==> config.mk <==
export PLATFORM = sky130hd
export DESIGN_NAME = iterative_right_shifter
export DESIGN_NICKNAME = d
export VERILOG_FILES = /design/src/rtl/iterative_right_shifter_pkg.sv /design/src/rtl/iterative_right_shifter_shift_step_unit.sv /design/src/rtl/iterative_right_shifter.sv
export SDC_FILE = /design/constraint.sdc
export NUM_CORES = 1
export LEC_CHECK = 0
export CAP_MARGIN = 15
export CORE_MARGIN = 2
export CORE_UTILIZATION = 44
export DETAILED_ROUTE_END_ITERATION = 10
export PLACE_DENSITY = 0.8
export SLEW_MARGIN = 20
export SYNTH_ARGS = -nofsm -noshare
export SYNTH_HDL_FRONTEND = slang
export SYNTH_SLANG_ARGS = --single-unit
export TNS_END_PERCENT = 10
==> constraint.sdc <==
create_clock -name clock -period 2.09 [get_ports clock]
set_input_delay 0.209 -clock clock [delete_from_list [all_inputs] [get_ports clock]]
set_output_delay 0.209 -clock clock [all_outputs]
set_load 0.02 [all_outputs]
==> src/rtl/iterative_right_shifter_pkg.sv <==
// Shared types and constants for the iterative right shifter.
// Optional 4-bit step mode is enabled by defining RSHIFT_STEP4_EN.
package iterative_right_shifter_pkg;

    localparam int WIDTH_DEF   = 32;
    localparam int SHAMT_W_DEF = 5;

    typedef enum logic [1:0] {
        IDLE  = 2'd0,
        SHIFT = 2'd1,
        DONE  = 2'd2
    } state_e;

    localparam logic LOGICAL = 1'b0;
    localparam logic ARITH   = 1'b1;

endpackage

==> src/rtl/iterative_right_shifter_shift_step_unit.sv <==
// Combinational single right-shift step of 1 or 4 bit positions with
// sign or zero fill; kept separate so a left-direction twin can reuse the shape.
module iterative_right_shifter_shift_step_unit
    import iterative_right_shifter_pkg::*;
#(
    parameter int WIDTH = WIDTH_DEF
) (
    input  logic [WIDTH-1:0] work_i,
    input  logic             arith_i,
    input  logic             step4_i,
    output logic [WIDTH-1:0] next_o
);

    logic fill_s;

    // Select the fill bit and apply one step of the requested size.
    always_comb begin
        fill_s = 1'b0;
        if (arith_i == ARITH) begin
            fill_s = work_i[WIDTH-1];
        end else begin
            fill_s = 1'b0;
        end
        if (step4_i) begin
            next_o = {{4{fill_s}}, work_i[WIDTH-1:4]};
        end else begin
            next_o = {fill_s, work_i[WIDTH-1:1]};
        end
    end

endmodule

==> src/rtl/iterative_right_shifter.sv <==
// Multi-cycle SRL/SRA unit with start/ready/busy/done handshake.
// Define RSHIFT_STEP4_EN to take 4-bit steps while at least 4 positions remain.
module iterative_right_shifter
    import iterative_right_shifter_pkg::*;
#(
    parameter int WIDTH   = WIDTH_DEF,
    parameter int SHAMT_W = SHAMT_W_DEF
) (
    input  logic               clock,
    input  logic               reset,
    input  logic               start,
    input  logic [WIDTH-1:0]   data_in,
    input  logic [SHAMT_W-1:0] shamt,
    input  logic               arith,
    output logic [WIDTH-1:0]   result,
    output logic               ready,
    output logic               busy,
    output logic               done
);

    localparam logic [SHAMT_W-1:0] DEC1 = SHAMT_W'(1);
    localparam logic [SHAMT_W-1:0] DEC4 = SHAMT_W'(4);

    state_e             state_q, state_d;
    logic [WIDTH-1:0]   work_q, work_d;
    logic [SHAMT_W-1:0] count_q, count_d;
    logic               mode_q, mode_d;
    logic               ready_q, ready_d;
    logic               busy_q, busy_d;
    logic               done_q, done_d;
    logic               step4_s;
    logic [WIDTH-1:0]   step_next_s;

    // Choose the step size for the current shift cycle.
    always_comb begin
`ifdef RSHIFT_STEP4_EN
        if (count_q >= DEC4) begin
            step4_s = 1'b1;
        end else begin
            step4_s = 1'b0;
        end
`else
        step4_s = 1'b0;
`endif
    end

    iterative_right_shifter_shift_step_unit #(
        .WIDTH (WIDTH)
    ) u_step (
        .work_i  (work_q),
        .arith_i (mode_q),
        .step4_i (step4_s),
        .next_o  (step_next_s)
    );

    // Next-state and datapath update; flags are derived from the next state
    // so they come straight out of flops.
    always_comb begin
        state_d = state_q;
        work_d  = work_q;
        count_d = count_q;
        mode_d  = mode_q;
        case (state_q)
            IDLE: begin
                if (start) begin
                    work_d  = data_in;
                    count_d = shamt;
                    mode_d  = arith;
                    state_d = SHIFT;
                end else begin
                    state_d = IDLE;
                end
            end
            SHIFT: begin
                if (count_q == '0) begin
                    state_d = DONE;
                end else begin
                    work_d  = step_next_s;
                    count_d = count_q - (step4_s ? DEC4 : DEC1);
                end
            end
            DONE: begin
                state_d = IDLE;
            end
            default: begin
                state_d = IDLE;
            end
        endcase
        ready_d = (state_d == IDLE);
        busy_d  = (state_d == SHIFT) || (state_d == DONE);
        done_d  = (state_d == DONE);
    end

    // State and output registers with synchronous reset.
    always_ff @(posedge clock) begin
        if (reset) begin
            state_q <= IDLE;
            work_q  <= '0;
            count_q <= '0;
            mode_q  <= LOGICAL;
            ready_q <= 1'b1;
            busy_q  <= 1'b0;
            done_q  <= 1'b0;
        end else begin
            state_q <= state_d;
            work_q  <= work_d;
            count_q <= count_d;
            mode_q  <= mode_d;
            ready_q <= ready_d;
            busy_q  <= busy_d;
            done_q  <= done_d;
        end
    end

    assign result = work_q;
    assign ready  = ready_q;
    assign busy   = busy_q;
    assign done   = done_q;

endmodule

# Yosys cells after proc, flatten, opt, wreduce, memory -nomap -nowiden
# Cells that the tools add are included.
[word_totals]
reg_bits = 43
inputBits = 41
[op_classes]
addsub = 1
eq_ne = 6
mux = 10
n_reduce_logical = 8
[ops]
columns = ["op", "n"]
rows = [
  ["$mux W32", 2],
  ["$pmux W32 S2", 1],
  ["$mux W5", 2],
  ["$pmux W5 S2", 1],
  ["$ne A2 B2 Y1 const B", 3],
  ["$logic_not A5 Y1", 1],
  ["$sub A5 B1 Y5 const B", 1],
  ["$eq A2 B1 Y1 const B", 2],
  ["$logic_not A2 Y1", 2],
  ["$pmux W2 S2", 1],
  ["$reduce_and A4 Y1", 1],
  ["$reduce_and A3 Y1", 1],
  ["$eq A2 B2 Y1 const B", 1],
  ["$mux W1", 2],
  ["$mux W2", 1],
  ["$reduce_and A2 Y1", 1],
  ["$reduce_bool A2 Y1", 1],
  ["$logic_or A1 B1 Y1", 1],
]

# Longest topological paths before layout
[depth]
word_depth = 5
ltp_mapped = 7
depth_no_buf = 7

# By module
# Synthesis repeated with hierarchy kept, for this count alone.
[hier_totals]
cells_unflattened = 204
area_unflattened_um2 = 2573.7
[modules_own_cells]
columns = ["module", "n_inst", "cells_per_inst", "area_each_um2", "seq_area_each_um2"]
rows = [
  ["iterative_right_shifter", 1, 163, 2050.7, 860.8],
  ["iterative_right_shifter_shift_step_unit", 1, 41, 523.0, 0.0],
]

# Worst setup path before layout
# No wires, ideal clock.
[synth_timing]
kind = "register to register"
startpoint = "register count_q[0]"
endpoint = "register ready_q (netlist: ready)"
setup_time_ps = 123
arrival_time_ps = 1492
required_ps = 1967
setup_slack_ps = 475
path_stages_with_launch = 8
period_less_slack_ps = 1615
path_cell_list = "dfxtp_1 inv_1 ha_1 nor4b_4 o21ai_4 inv_1 ha_1 or2_2"
[synth_between]
elab_chain_cells = 4
[synth_lines]
columns = ["item", "line_no", "source"]
rows = [
  ["start, declared", "iterative_right_shifter.sv:26", "logic [SHAMT_W-1:0] count_q, count_d;"],
  ["start signal, assigned", "iterative_right_shifter.sv:107", "count_q <= count_d;"],
  ["$logic_not A5 Y1", "iterative_right_shifter.sv:75", "if (count_q == '0) begin"],
  ["$mux W2", "iterative_right_shifter.sv:75", ""],
  ["$pmux W2 S2", "iterative_right_shifter.sv:63", "case (state_q)"],
  ["$logic_not A2 Y1", "iterative_right_shifter.sv:89", "ready_d = (state_d == IDLE);"],
  ["via ready_d", "iterative_right_shifter.sv:28", "logic ready_q, ready_d;"],
  ["end signal, assigned", "iterative_right_shifter.sv:109", "ready_q <= ready_d;"],
  ["end, declared", "iterative_right_shifter.sv:28", ""],
]
# The timed path passes the listed nets, and every way through them passes these cells.
# A chain may end at the register's enable or synchronous reset.

# Worst setup path after layout
[layout_timing]
startpoint = "register count_q[0]"
endpoint = "register count_q[0]"
[layout_between]
elab_chain_cells = 3
word_cells_on_any_way = 6
[layout_lines]
columns = ["item", "line_no"]
rows = [
  ["$sub A5 B1 Y5 / $logic_not A5 Y1 (equally long branches)", "iterative_right_shifter.sv:79, iterative_right_shifter.sv:75"],
  ["$mux W5 / $ne A2 B2 Y1 (equally long branches)", "n/a"],
  ["$pmux W5 S2 / $reduce_and A3 Y1 (equally long branches)", "n/a"],
]
# Parallel ways exist; a longest one is shown, timed or not. The select of a mux whose other input is x is not followed.

==> impl_metrics.sql <==
INSERT INTO impl_metrics (metric_group, metric, value, unit) VALUES
('worst_setup_path', 'crit_arrival', '1940', 'ps'),
('global_routing', 'grt_util_met1', '0.254', ''),
('pwr', 'share_comb_of_total_power', '0.361', ''),
('synthesis', 'synthesis.area', '2000', 'µm²'),
('cells_and_area', 'fin_nets', '349', ''),
('pwr', 'switching_power', '0.000855', 'W'),
('pwr', 'p_per_area', '894', 'nW/µm²'),
('clock_tree', 'worstSkewPairLatency', '290', 'ps'),
('global_routing', 'global_routing_met2_resource_utilization', '0.324', ''),
('synthesis', 'synth-simple-area-share', '0.250', ''),
('run_status', 'status', 'complete, no violations', ''),
('pwr', 'vdd_drop_max', '0.000360', 'V'),
('global_routing', 'grt_max_degree', '68', ''),
('place', 'routabilityCongestion', '0.774', ''),
('sta', 'clock_skew', '3.94', 'ps'),
('worst_setup_path', 'endpoint_kind', 'flop', ''),
('clock_tree', 'cts.htree.levels', '2', ''),
('sta', 'timing.final.crit_period', '1720', 'ps'),
('routing', 'detailedRoute.firstIterationViolations', '103', ''),
('synthesis', 'synthDistinctLibCells', '28', ''),
('routing', 'drtPass1Iterations', '4', ''),
('clock_tree', 'postCtsSetupRepairBufs', '0', ''),
('synthesis', 'share_of_synthesized_cell_area_in_full_adder_half_adder_and_majority_cells', '0.0188', ''),
('global_routing', 'wire_length_of_the_first_global_routing_pass', '8.16', 'mm'),
('floorplanning', 'num_io_pins', '76', ''),
('pwr', 'total_power', '0.00254', 'W'),
('synthesis', 'synth_edf_count', '0', ''),
('routing', 'post_drt_via_cell_ratio', '5.25', ''),
('floorplanning', 'die-height', '71.4', 'µm'),
('flow_run', 'cap_viol_max_count', '0', ''),
('clock_tree', 'cts_hold_buffers', '0', ''),
('place', 'placed_cell_area', '2740', 'µm²'),
('synthesis', 'async_reset_ff_frac', '0', ''),
('cells_and_area', 'drive_gt1_frac', '0.0948', ''),
('synthesis', 'postSynthAreaPerCell', '8.40', 'µm²'),
('pwr', 'intPower', '0.00168', 'W'),
('global_routing', 'antenna_found_initial', '0', ''),
('synthesis', 'synth_seq_cells', '43', ''),
('pwr', 'seqPwrFrac', '0.415', ''),
('floorplanning', 'floorplan.die.width', '71.4', 'µm'),
('global_routing', 'top_usage_layer', 'met2', ''),
('sta', 'fin_worst_hold_slack', '460', 'ps'),
('sta', 'finalCritPeriodShare', '0.824', ''),
('synthesis', 'synth_cells', '238', ''),
('synthesis', 'most_common_cell_in_the_synthesized_netlist', 'sky130_fd_sc_hd__nand2_1', ''),
('floorplanning', 'design.die.area', '5100', 'µm²'),
('global_routing', 'global_route.usage.met3', '0.0520', ''),
('sta', 'rsz0062_at_grt', 'false', ''),
('pwr', 'leakage_dissipation', '1.07', 'nW'),
('synthesis', 'ys.warnings.count', '0', ''),
('sta', 'final-setup-viol-count', '0', ''),
('synthesis', 'synth-xor-area-share', '0', ''),
('clock_tree', 'ctsResizeCount', '0', ''),
('worst_setup_path', 'critPathRequiredTime', '2300', 'ps'),
('global_routing', 'grt.overflow.total', '0', ''),
('global_routing', 'grt_util_all_layers', '0.200', ''),
('synthesis', 'synth_mux_area_frac', '0.00501', ''),
('min_path', 'hp-class', 'input port to flop', ''),
('clock_tree', 'clock_sink_count', '43', ''),
('synthesis', 'synth_fp_nets', '282', ''),
('place', 'pre_cts_slack', '105', 'ps'),
('pwr', 'clock_power_share', '0.225', ''),
('synthesis', 'synth.largest_area_cell', 'sky130_fd_sc_hd__dfxtp_1', ''),
('routing', 'route.detailed.wl_per_inst', '13.9', 'µm'),
('routing', 'num_vias', '1878', ''),
('clock_tree', 'cts_max_path_buffers', '2', ''),
('place', 'port_buffers', '75', ''),
('clock_tree', 'cts_tree', 'done', ''),
('sta', 'worst_slew_pin_slew', '508', 'ps'),
('routing', 'finalWirelength', '4.96', 'mm'),
('synthesis', 'ys_dominant_reg_cell', 'sky130_fd_sc_hd__dfxtp_1', '');
==> critical path: stages (launching register included) <==
cell,delay (ps)
sky130_fd_sc_hd__dfxtp_1,340
sky130_fd_sc_hd__inv_1,80
sky130_fd_sc_hd__ha_1,240
sky130_fd_sc_hd__nor4b_4,160
sky130_fd_sc_hd__o21ai_4,160
sky130_fd_sc_hd__buf_12,290
sky130_fd_sc_hd__o21ai_2,100
sky130_fd_sc_hd__a221oi_2,260
==> cells in the final DEF, fill, tap and decap left out, types with 2 or more instances in the layout <==
cell / instances
sky130_fd_sc_hd__a21oi_1: 7
sky130_fd_sc_hd__clkdlybuf4s50_1: 74
sky130_fd_sc_hd__nor3b_1: 2
sky130_fd_sc_hd__nand2_1: 69
sky130_fd_sc_hd__and2_1: 2
sky130_fd_sc_hd__nand2b_1: 2
sky130_fd_sc_hd__clkbuf_8: 7
sky130_fd_sc_hd__a311oi_1: 22
sky130_fd_sc_hd__inv_1: 5
sky130_fd_sc_hd__nor2b_1: 2
sky130_fd_sc_hd__buf_4: 4
sky130_fd_sc_hd__a311oi_2: 9
sky130_fd_sc_hd__o21ai_0: 4
sky130_fd_sc_hd__nor2_1: 36
sky130_fd_sc_hd__dfxtp_1: 43
sky130_fd_sc_hd__ha_1: 3
==> kinds of logic after synthesis <==
| group | count (synthesis) |
|---|---|
| compound gates | 48 |
| fa+ha+maj | 3 |
| buf+inv | 25 |
| flops | 43 |
| mux | 1 |
| simple gates | 118 |
==> final cells by class <==
class	count	area [µm²]
tap	52	65.1
sequential	43	861
multi-input combinational	170	996
fill	386	1520
inverter	5	18.8
clock buffer	8	100
timing repair buffer	80	796
==> flip-flops by register name (all words and copies together) (netlist names) <==
register  count
busy          1
done          1
state_q       2
mode_q        1
count_q       5
result       32
ready         1
==> power by group through the flow <==
stage | sequential (W) | clock, W | combinational [W]
after floorplan | 0.00118 | 0 | 0.000454
after global placement | 0.00107 | 0 | 0.000898
after detailed placement | 0.00107 | 0 | 0.000920
after CTS | 0.00105 | 0.000577 | 0.000924
after global routing | 0.00107 | 0.000613 | 0.000995
final | 0.00105 | 0.000570 | 0.000915
==> stage by stage <==
step,utilization,instances
5_1_grt,0.651,358
4_1_cts,0.651,358
3_5_place_dp,0.628,350
2_1_floorplan,-,238
6_report,0.651,358
3_3_place_gp,0.628,350
==> layer usage <==
metal / vias up / share of wire
li1: 950 / -
met1: 854 / 0.44
met2: 63 / 0.47
met3: 11 / 0.062
met4: 0 / 0.023
met5: - / 0
==> path summary, 6_finish.rpt <==
kind	slack [ps]	cells past startpoint	from	end
worst max-delay path	370	7	count_q[0]	count_q[0]
worst min-delay path	460	3	arith	mode_q
worst max register to register	370	7	count_q[0]	count_q[0]
worst min register to register	470	2	mode_q	mode_q
Power figures use the tool's default switching activity.
